--- config.mk ---
export PLATFORM = sky130hd
export DESIGN_NAME = fifo_push_arbiter
export DESIGN_NICKNAME = d
export VERILOG_FILES = /design/src/rtl/fifo_push_arbiter.sv
export SDC_FILE = /design/constraint.sdc
export NUM_CORES = 1
export LEC_CHECK = 0
export BUFFER_PORTS_ARGS = -buffer_cell sky130_fd_sc_hd__buf_4
export CAP_MARGIN = 20
export CORE_MARGIN = 3
export CORE_UTILIZATION = 45
export CTS_BUF_LIST = sky130_fd_sc_hd__clkbuf_2
export CTS_CLUSTER_SIZE = 10
export DETAILED_ROUTE_END_ITERATION = 8
export GPL_TIMING_DRIVEN = 0
export HOLD_SLACK_MARGIN = 0.12
export PLACE_DENSITY = 0.79
export SYNTH_ARGS = -nofsm -noshare
export SYNTH_HDL_FRONTEND = slang
export SYNTH_SLANG_ARGS = --single-unit
--- constraint.sdc ---
create_clock -name clk -period 4.6 [get_ports clk]
set_input_delay 0.46 -clock clk [delete_from_list [all_inputs] [get_ports clk]]
set_output_delay 0.46 -clock clk [all_outputs]
set_load 0.01 [all_outputs]
--- src/rtl/fifo_push_arbiter.sv ---
// Round-robin arbiter sharing one FIFO push port among N_REQ req/ack requesters.
// Optional FIFO_ARB_FULL_GATE_EN: no new grant starts while the FIFO reports full.
module fifo_push_arbiter #(
  parameter int unsigned N_REQ = 4,
  parameter int unsigned WIDTH = 4,
  parameter int unsigned L2N   = 2
) (
  input  logic                   clk,
  input  logic                   resetn,
  input  logic [N_REQ-1:0]       req,
  input  logic [N_REQ*WIDTH-1:0] req_data,
  output logic [N_REQ-1:0]       ack,
  output logic                   push_req,
  output logic [WIDTH-1:0]       data_in,
  input  logic                   push_ack,
  input  logic                   full,
  output logic                   grant_vld,
  output logic [L2N-1:0]         grant_idx,
  output logic [15:0]            push_cnt
);

  typedef enum logic [0:0] {StIdle, StBusy} state_e;

  state_e           r_state;
  logic             r_push_req;
  logic [L2N-1:0]   r_rr_ptr;
  logic [L2N-1:0]   r_grant_idx;
  logic [WIDTH-1:0] r_data;
  logic [15:0]      r_push_cnt;

  logic             w_gate;
  logic             w_done;
  logic [N_REQ-1:0] w_grant_oh;
  logic [N_REQ-1:0] w_elig;
  logic [L2N-1:0]   w_base;
  logic [L2N-1:0]   w_cand;
  logic             w_win_vld;
  logic [L2N-1:0]   w_win_idx;
  logic [WIDTH-1:0] w_win_data;

`ifdef FIFO_ARB_FULL_GATE_EN
  assign w_gate = ~full;
`else
  assign w_gate = 1'b1;
`endif

  assign w_done     = (r_state == StBusy) && push_ack;
  assign w_grant_oh = {{(N_REQ-1){1'b0}}, 1'b1} << r_grant_idx;

  // On completion the search restarts after the grantee, which is masked out.
  assign w_base = w_done ? r_grant_idx : r_rr_ptr;
  assign w_elig = req & (w_done ? ~w_grant_oh : {N_REQ{1'b1}}) & {N_REQ{w_gate}};

  always_comb begin
    w_win_vld = 1'b0;
    w_win_idx = '0;
    w_cand    = '0;
    for (int unsigned k = 1; k <= N_REQ; k++) begin
      w_cand = L2N'((32'(w_base) + k) % N_REQ);
      if (!w_win_vld && w_elig[w_cand]) begin
        w_win_vld = 1'b1;
        w_win_idx = w_cand;
      end
    end
  end

  assign w_win_data = req_data[w_win_idx*WIDTH +: WIDTH];

  always_ff @(posedge clk) begin
    if (!resetn) begin
      r_state     <= StIdle;
      r_push_req  <= 1'b0;
      r_rr_ptr    <= L2N'(N_REQ - 1);
      r_grant_idx <= '0;
      r_data      <= '0;
      r_push_cnt  <= '0;
    end else begin
      unique case (r_state)
        StIdle: begin
          if (w_win_vld) begin
            r_state     <= StBusy;
            r_push_req  <= 1'b1;
            r_grant_idx <= w_win_idx;
            r_data      <= w_win_data;
          end
        end
        StBusy: begin
          if (push_ack) begin
            r_rr_ptr   <= r_grant_idx;
            r_push_cnt <= r_push_cnt + 16'd1;
            if (w_win_vld) begin
              r_grant_idx <= w_win_idx;
              r_data      <= w_win_data;
            end else begin
              r_state    <= StIdle;
              r_push_req <= 1'b0;
            end
          end
        end
        default: r_state <= StIdle;
      endcase
    end
  end

  // A reset cycle abandons the grant, so no ack may escape during it.
  assign ack       = (r_state == StBusy && push_ack && resetn) ? w_grant_oh : '0;
  assign push_req  = r_push_req;
  assign grant_vld = r_push_req;
  assign grant_idx = r_grant_idx;
  assign data_in   = r_data;
  assign push_cnt  = r_push_cnt;

endmodule

==> metrics, run 1 <==
status finished clean; total core area 0.00318 mm²; latest clock arrival within the worst-skew pair 0.35 ns; DRT iter0 DRCs 85; synth-to-layout area growth 29.7%; Die Ht 64.7 µm; Hold Crit Class input pin to flip-flop; postcts setup bufs 0; cells on worst reg2reg path 7; Fin Hold WS 0.383 ns; die area 0.00419 mm²; PortBufs 48; Hold Buf Count CTS 0; largest family of logic cells by synthesized area simple AND/OR/NAND/NOR gates; clock transition at the registers of the reported paths 0.25 ns; unrepaired setup endpoints after global routing no; Worst EP arrival 2.32 ns; critical path, cell by cell buf_4 > nand3_1 > a21boi_0 > a21oi_2 > o211ai_4 > and3_1 > o31ai_1; # IOs 52; Setup Skew 0.00695 ns; Tmin final 2.04 ns; Pint 381 µW; overall routing resource usage 18.8%; DRC viols 0; post-cts sizing count 0; Flop pwr share 46.0%; pin count of the biggest net entering global routing 16; Cell Area, Synth 0.00155 mm²; hold depth 2; share of flip-flops with an asynchronous set or reset 0%; slowest CP cell a21boi_0; mean post-synth cell area 8.67 µm²; share of power burned in combinational logic 26.9%; LEAKAGE 0.000858 µW; CTS Buf Count 3; gr ovfl total 0; Max-Cap Viols 0; initial antenna violation count 0; CP Launch Type flip-flop; critical path endpoint category flip-flop; Slew headroom 62.3%; Req. time, crit path 4.89 ns; CP Launch Point grant_idx[0]$_SDFFE_PN0P_; Final Max Slew Viols 0; Main synth FF type dfxtp_1; setup violators final 0; Starting Density 48.9%; Total Wirelength 3730 µm; sequential share of the synthesized area 33.5%; EDFF count, synth 0; switching share of power 28.8%; die width 64.7 µm; setup TNS 0 ns; min-delay src resetn; root buf cell clkbuf_2; Final #Nets 257; mux share of post-synthesis cell area 1.37%; Psw 154 µW; Via density 5.39; # clock sinks 26; fmax 0.491 GHz; compound-cell area share of the yosys netlist 24.0%; Tcrit/Tclk final 44.3%; Max Fanout on Critical Path 10; TritonRoute pass-1 iters 4; Final Hold Viols 0; Yosys reg bits 26; post-route antenna net violation count 0; Site Rows 20; fin util 63.3%; vias in the first global route 1427; gpl congestion 0.924; Synth Area in Adders 0.806%; peak supply drop 0.103 mV; first-pass GRT wire length 6310 µm; H-tree depth 1; fillers 302; CTS tree done; post-synthesis xor/xnor area fraction 7.90%; synth unique cells 49; clock tree buffer depth 2; Worst-Margin Slew 0.563 ns; slowest stage delay, CP 0.48 ns; Mapped Nets 204; Routed WL per cell 13.6 µm; Clock Power Share 27.1%; ANT cells 0; WS Path Type flip-flop to flip-flop; DP HPWL 2890 µm; Mapped Cells 179; Ys Warns 0; DR vias 1481; worst reg2reg path startpoint grant_idx[0]$_SDFFE_PN0P_; Post-Synth Simple-Gate Area 26.2%; Pwr per Cell Area 266 mW/mm²; share of layout cells above drive strength 1 33.3%; Design Power 536 µW
[through the flow]
step                area (µm²)  setup WS, ns  std cells
floorplan                 1550          2.74        179
global placement          1970          2.46        271
detailed placement        1970          2.43        271
CTS                       2010          2.57        275
global route              2010          2.45        275
finish                    2010          2.56        275
[synthesized netlist by cell type, types with 2 or more instances]
cell	number	share of area, %
a21oi_1	5	1.6
dfxtp_1	26	34
clkbuf_1	3	0.73
o21ai_0	5	1.6
o211a_1	2	1.3
xor2_1	10	5.6
nor3_1	5	1.6
nand2b_1	2	0.81
nor2_1	21	5.1
buf_4	3	1.5
a211oi_1	5	2.4
and3_1	6	2.4
buf_6	3	2.2
nand3_1	16	5.2
xnor2_1	4	2.3
and4_1	2	1.1
inv_1	5	1.2
buf_2	2	0.64
a21boi_0	5	2.4
o31ai_1	3	1.5
nand2_1	12	2.9
o211ai_4	2	2.7
nand4_1	6	2.4
[sequential cells by signal, summed over array words and instances (netlist names)]
name / count
data_in: 4
grant_vld: 1
push_cnt: 16
grant_idx: 2
r_state: 1
r_rr_ptr: 2
[cell type report]
| cell class | count | area (µm²) | share of cell area [%] |
|---|---|---|---|
| multi-input cells | 137 | 936 | 46.5 |
| clock inverters | 1 | 30.0 | 1.49 |
| repair buffers | 48 | 360 | 17.9 |
| flip-flops and latches | 26 | 520 | 25.9 |
| inverters | 5 | 18.8 | 0.932 |
| clock buffers | 3 | 15.0 | 0.746 |
| plain buffers | 11 | 77.6 | 3.85 |
| well taps | 44 | 55.1 | 2.73 |
[logic make-up after synthesis]
group           count (synthesis)
simple gates                   79
buf+inv                        16
fa+ha+maj                       1
flops                          26
mux                             2
compound gates                 41
xor+xnor                       14
[worst max-delay path, delay by kind of cell, from the launching register on]
kind	cells	cell delay (ns)
compound gates	4	1.00
buf+inv	1	0.17
flops	1	0.37
simple gates	2	0.42
[per-layer routing]
metal  share of wire [%]  GRT usage [%]  wire [µm]  up-vias
li1                    -              -          -      753
met1                  46           24.3       1720      680
met2                  48           32.2       1770       45
met3                 5.8           3.29        215        3
met4                0.40           4.75         15        0
met5                   0              0          0        -
[cell usage in the layout, fill, tap and decap left out, types with 2 or more instances in the layout]
master    netlist  final
clkbuf_1        3      3
nand2_1        12     12
o21ai_0         5      5
buf_4           3     51
nand4_1         6      6
nand3_1        16     16
nor3_1          5      5
buf_6           3      3
nand2b_1        2      2
xor2_1         10     10
and4_1          2      2
buf_2           2      2
o211ai_4        2      2
o211a_1         2      2
nor2_1         21     21
o31ai_1         3      3
a21oi_1         5      5
inv_1           5      5
a21boi_0        5      5
a211oi_1        5      5
xnor2_1         4      4
clkbuf_2        0      3
and3_1          6      6
dfxtp_1        26     26
[power by group through the flow]
stage	registers, µW	clock network (µW)	logic, µW
floorplan	254	0	89.0
global placement	251	0	141
detailed placement	250	0	144
CTS	246	146	145
global route	249	154	158
finish	246	145	144
[path summary, 6_finish.rpt]
check	end	slack [ns]
max	data_in[0]$_SDFFE_PN0P_	2.56
min	r_rr_ptr[1]$_SDFFE_PN1P_	0.38
max reg2reg	data_in[0]$_SDFFE_PN0P_	2.56
min reg2reg	data_in[1]$_SDFFE_PN0P_	0.49
Note: power is estimated with default switching activity, not from simulation.
==> run 2: changes to the inputs <==
- ABC_AREA: unset -> 1
- PLACE_DENSITY: 0.79 -> 0.77
- clock period: 4.6 -> 2.1 ns (I/O delays scaled with it)
==> metrics, run 2 <==
status finished clean; Largest register FFs 16 (unchanged); Pwr per Cell Area 719 mW/mm² (+170%); cells on worst reg2reg path 14 (+7); gr ovfl total 0 (unchanged); most frequent cells after synthesis nand2_1, inv_1, nand3_1; H-tree depth 1 (unchanged); Pint 1050 µW (+180%); Layout Cells excl Fill 375 (+36%); commonest non-fill, non-tap cell in the layout buf_4; top-count cell post-synth nand2_1; Psw 695 µW (+350%); Final Hold Viols 0 (unchanged); Yosys reg bits 26 (unchanged); synth unique cells 30 (-39%); sequential share of the synthesized area 30.4% (-3.1 points); Mapped Nets 291 (+43%); ANT cells 0 (unchanged); gpl congestion 0.867 (-6.2%); clock tree buffer depth 2 (unchanged); root buf cell clkbuf_2; Tcrit/Tclk final 95.5% (+51 points); CTS tree done; most frequent cells in the layout buf_4, inv_1, nand2_1, nand3_1, nor2_1; Mapped Cells 266 (+49%); DRC viols 0 (unchanged); top cells by area, synth dfxtp_1, nand2_1, nand3_1, inv_1, nor2_1; total core area 0.00349 mm² (+10%); Worst R2R End data_in[3]$_SDFFE_PN0P_; synth-to-layout area growth 42.0%; DRT iter0 DRCs 91 (+7.1%); Worst-Margin Slew 0.504 ns (-0.0582 ns); die width 67.7 µm (+4.5%); TritonRoute pass-1 iters 4 (unchanged); EDFF count, synth 0 (unchanged); Ys Warns 0 (unchanged); Max-Cap Viols 0 (unchanged); Worst EP arrival 2.34 ns (+0.02 ns); Total Wirelength 4250 µm (+14%); Site Rows 21 (+5.0%); WS Path Type flip-flop to flip-flop; Final #Nets 355 (+38%); CP Launch Point r_state$_SDFF_PN0_; Clock Power Share 18.1% (-9.0 points); # clock sinks 26 (unchanged); overall routing resource usage 17.5% (-1.3 points); Req. time, crit path 2.44 ns (-2.45 ns); CP Capture Point data_in[3]$_SDFFE_PN0P_; Setup Skew 0.0147 ns (+0.00770 ns); fmax 0.499 GHz (+1.5%); Tmin final 2.01 ns (-0.0306 ns); setup violators final 0 (unchanged); mean post-synth cell area 6.43 µm² (-26%); PortBufs 49 (+2.1%); initial antenna violation count 0 (unchanged); area share of the largest cell type after synthesis 30.4% (-3.1 points); share of power burned in combinational logic 48.0% (+21 points); first-pass GRT wire length 6440 µm (+2.0%); pin count of the biggest net entering global routing 16 (unchanged); Die Ht 67.7 µm (+4.5%); dpl cells 361 (+33%); Slew headroom 66.4% (+4.0 points); LEAKAGE 0.00125 µW (+45%); area leader, netlist dfxtp_1; die area 0.00458 mm² (+9.3%); # IOs 52 (unchanged); share of layout cells above drive strength 1 36.2% (+2.8 points); switching share of power 39.8% (+11 points); worst reg2reg path startpoint r_state$_SDFF_PN0_; DP HPWL 2960 µm (+2.5%); Fin Hold WS 0.212 ns (-0.171 ns); r2r setup slk 0.09 ns (-2.47 ns); peak supply drop 0.527 mV (+410%); Starting Density 49.0% (+0.12 points); Max Fanout on Critical Path 9 (-1); post-route antenna net violation count 0 (unchanged); DR vias 1846 (+25%); clock transition at the registers of the reported paths 0.25 ns (about the same); Routed WL per cell 11.3 µm (-16%); post-route cell area 0.00243 mm² (+21%); DP Area 0.00214 mm² (+8.6%); setup TNS 0 ns (unchanged); Via density 4.92 (-8.6%); Flop pwr share 33.9% (-12 points); vias in the first global route 1542 (+8.1%); CP Launch Type flip-flop; share of flip-flops with an asynchronous set or reset 0% (unchanged); CTS Buf Count 3 (unchanged); latest clock arrival within the worst-skew pair 0.36 ns (about the same); Cell Area, Synth 0.00171 mm² (+10%); critical path endpoint category flip-flop; Final Max Slew Viols 0 (unchanged); Hold Crit Class input pin to flip-flop; Main synth FF type dfxtp_1
run 2: cell types whose count changed after synthesis, sizes merged, moves of 6 or more:
cell	previous run	this run
xor2	10	1
nand2	13	69
and3	7	0
o21ai	5	16
nor2	22	29
a21oi	6	14
a21boi	6	0
inv	5	50
nand3	16	36
a211oi	6	0
run 2: cells by family after synthesis:
logic type	share of synthesized area, %
AND/OR/NAND/NOR	42.1
flip-flops	30.4
XOR/XNOR	0.512
AO/OA/AOI/OAI	11.5
buffers and inverters	14.8
adder cells (fa/ha/maj)	0.731
run 2: repair_timing:
action                                  CTS  global route
buffers inserted                          0             6
endpoints found under the setup margin    0            11
gates resized for setup                   0            43
hold buffers                              0             0
run 2: worst min-delay path by stage:
stage | startpoint | end | slack (ns) | depth (start not counted)
2_1_floorplan | push_ack | r_state$_SDFF_PN0_ | 0.47 | 3
3_3_place_gp | push_cnt[15]$_SDFFE_PN0P_ | push_cnt[15]$_SDFFE_PN0P_ | 0.46 | 2
6_report | req_data[2] | data_in[2]$_SDFFE_PN0P_ | 0.21 | 7
5_1_grt | resetn | push_cnt[15]$_SDFFE_PN0P_ | 0.23 | 3
3_5_place_dp | push_cnt[15]$_SDFFE_PN0P_ | push_cnt[15]$_SDFFE_PN0P_ | 0.46 | 2
4_1_cts | req_data[2] | data_in[2]$_SDFFE_PN0P_ | 0.20 | 7
run 2: worst max-delay path: stages, from the launching register on:
cell and delay (ns):
dfxtp_4 0.41, nand2_2 0.10, buf_8 0.16, nand2_4 0.08
nand2_8 0.11, nand2_4 0.06, nand2_4 0.10, nand2_1 0.08
a31oi_1 0.21, nand3_2 0.19, inv_1 0.20, nand3_1 0.10
nand3_1 0.09, nand2_1 0.06, inv_1 0.04
run 2: stage by stage:
| step | total power, µW | util, % | setup slack [ns] |
|---|---|---|---|
| detailed placement | 1270 | 61.2 | 0.0513 |
| floorplan | 1070 | - | 0.284 |
| finish | 1750 | 69.6 | 0.0943 |
| CTS | 1580 | 62.4 | 0.0116 |
| global route | 1860 | 69.6 | -0.0459 |
| global placement | 1260 | 61.2 | 0.0626 |
run 2: power groups by stage:
stage                     Sequential (µW)  Combinational [µW]  Clock [µW]
after floorplan                       602                 473           0
final                                 592                 839         316
after CTS                             585                 676         324
after global placement                593                 665           0
after global routing                  599                 928         336
after detailed placement              593                 673           0
run 2: cell type report:
class	instances	area [µm²]
clock buffers	3	15.0
repair buffers	57	443
well taps	46	57.6
multi-input cells	184	1090
inverters	51	204
clock inverters	1	30.0
fillers	303	1060
flip-flops and latches	26	534
plain buffers	7	60.1
run 2: per-layer routing:
metal	GRT usage, %	wire length (µm)	share of wire, %
met5	0	0	0
met4	1.52	7	0.16
met1	22.6	1930	45
met2	30.6	2070	49
met3	3.83	244	5.7
==> run 3: changes to the inputs <==
==> constraint.sdc (replaced) <==
create_clock -name clk -period 2.1 [get_ports clk]
set_input_delay 0 -clock clk [delete_from_list [all_inputs] [get_ports clk]]
set_output_delay 0 -clock clk [all_outputs]
set_load 0.01 [all_outputs]
==> metrics, run 3 (synthesis gave the netlist of run 2 again) <==
first-pass GRT wire length 6850 µm (+6.4%); slowest stage delay, CP 0.41 ns (about the same); worst reg2reg path startpoint r_state$_SDFF_PN0_; DP HPWL 2960 µm (unchanged); WS Path Type flip-flop to flip-flop; Worst-Margin Slew 0.512 ns (+0.00772 ns); Final Max Slew Viols 0 (unchanged); min-delay src req[2]; Max Fanout on Critical Path 9 (unchanged); CTS Buf Count 3 (unchanged); Pwr per Cell Area 686 mW/mm² (-4.5%); fmax 0.485 GHz (-2.8%); pre-CTS WS 0.0513 ns (unchanged); CP Launch Point r_state$_SDFF_PN0_; synth-to-layout area growth 52.6%; gpl congestion 0.867 (unchanged); DR vias 1912 (+3.6%); post-route antenna net violation count 0 (unchanged); Final #Nets 373 (+5.1%); pin count of the biggest net entering global routing 16 (unchanged); Starting Density 49.0% (unchanged); commonest non-fill, non-tap cell in the layout buf_4; crit-path leading delay family simple AND/OR/NAND/NOR gates; ANT cells 0 (unchanged); Via density 4.87 (-1.2%); Largest register FFs 16 (unchanged); CP Launch Type flip-flop; DRC viols 0 (unchanged); CTS tree done; initial antenna violation count 0 (unchanged); slowest CP cell dfxtp_4; peak supply drop 0.529 mV (+0.35%); critical path endpoint category flip-flop; Tmin final 2.06 ns (+0.0571 ns); PortBufs 49 (unchanged); # clock sinks 26 (unchanged); status finished clean; # IOs 52 (unchanged); die width 67.7 µm (unchanged); Hold Crit Class input pin to flip-flop; Critical path buffers and inverters 2 (-1); most frequent cells in the layout buf_4, inv_1, nand2_1, nand3_1, nor2_1; Design Power 1790 µW (+2.6%); total core area 0.00349 mm² (unchanged); Setup Skew 0.0154 ns (+0.000766 ns); Site Rows 21 (unchanged); die area 0.00458 mm² (unchanged); Die Ht 67.7 µm (unchanged); Fin Hold WS 0.354 ns (+0.142 ns); LEAKAGE 0.00132 µW (+6.0%); share of layout cells above drive strength 1 34.3% (-1.9 points); setup violators final 0 (unchanged); Routed WL per cell 12.0 µm (+6.3%); critical path, cell by cell nand2_2 > buf_8 > nand2_4 > nand2_8 > nand3_1 > nand3_1 > nand2_2 > nand2_2 > nand2_2 > nand2_4 > nand2_8 > nand2_4 > nand2_1 > nand3_1 > nand3_1 > nand2_1 > inv_1; Slew headroom 65.9% (-0.51 points); Worst EP arrival 2.37 ns (+0.03 ns); gr ovfl total 0 (unchanged); Max-Cap Viols 0 (unchanged); latest clock arrival within the worst-skew pair 0.36 ns (about the same); overall routing resource usage 18.7% (+1.2 points); TritonRoute pass-1 iters 4 (unchanged); clock transition at the registers of the reported paths 0.25 ns (about the same); H-tree depth 1 (unchanged); Req. time, crit path 2.40 ns (-0.04 ns); root buf cell clkbuf_2; Final Hold Viols 0 (unchanged); DRT iter0 DRCs 105 (+15%); clock tree buffer depth 2 (unchanged); Tcrit/Tclk final 98.2% (+2.7 points); vias in the first global route 1638 (+6.2%); Total Wirelength 4730 µm (+11%); final worst setup slack 0.0372 ns (-0.0571 ns)
run 3: changes by cell type in the layout (fill, tap and decap cells not counted):
cell,delta
dlygate4sd3_1,+18
run 3: final timing paths:
kind                               end  slack, ns  depth (start not counted)
max reg2reg    data_in[0]$_SDFFE_PN0P_       0.04                         17
max            data_in[0]$_SDFFE_PN0P_       0.04                         17
min             grant_vld$_SDFFE_PN0P_       0.35                          9
min reg2reg  push_cnt[15]$_SDFFE_PN0P_       0.49                          2
run 3: timing repair:
item / 4_1_cts / 5_1_grt
setup buffers: 0 / 6
endpoints found under the hold margin: 15 / 0
setup endpoints to repair: 0 / 11
hold buffers: 18 / 0
gates resized for setup: 0 / 43
run 3: worst min-delay path, delay by kind of cell:
family / cells / cell delay (ns)
AOI/OAI and AO/OA: 2 / 0.15
buffers and inverters: 3 / 0.21
and+or+nand+nor: 4 / 0.34
run 3: layout make-up:
type	count	area [µm²]
multi-input cells	184	1090
fillers	273	883
repair buffers	75	623
flip-flops and latches	26	534
inverters	51	204
plain buffers	7	60.1
well taps	46	57.6
clock inverters	1	30.0
clock buffers	3	15.0
run 3: power breakdown:
part | switching (µW) | internal, µW
clock network | 152 | 164
logic | 519 | 363
registers | 46.8 | 546
total | 718 | 1070
run 3: layer usage:
metal | part of all wire, % | up-vias | track usage [%]
li1 | - | 1002 | -
met1 | 43 | 850 | 23.3
met2 | 51 | 53 | 34.0
met3 | 5.5 | 7 | 3.83
met4 | 0.80 | 0 | 1.77
met5 | 0 | - | 0
run 3: metrics by stage:
step	utilization, %	std cells	cell area [µm²]	setup TNS (ns)
2_1_floorplan	-	266	1710	0
3_3_place_gp	61.2	361	2140	0
3_5_place_dp	61.2	361	2140	0
4_1_cts	67.6	383	2360	0
6_report	74.7	393	2610	0
5_1_grt	74.7	393	2610	-0.258
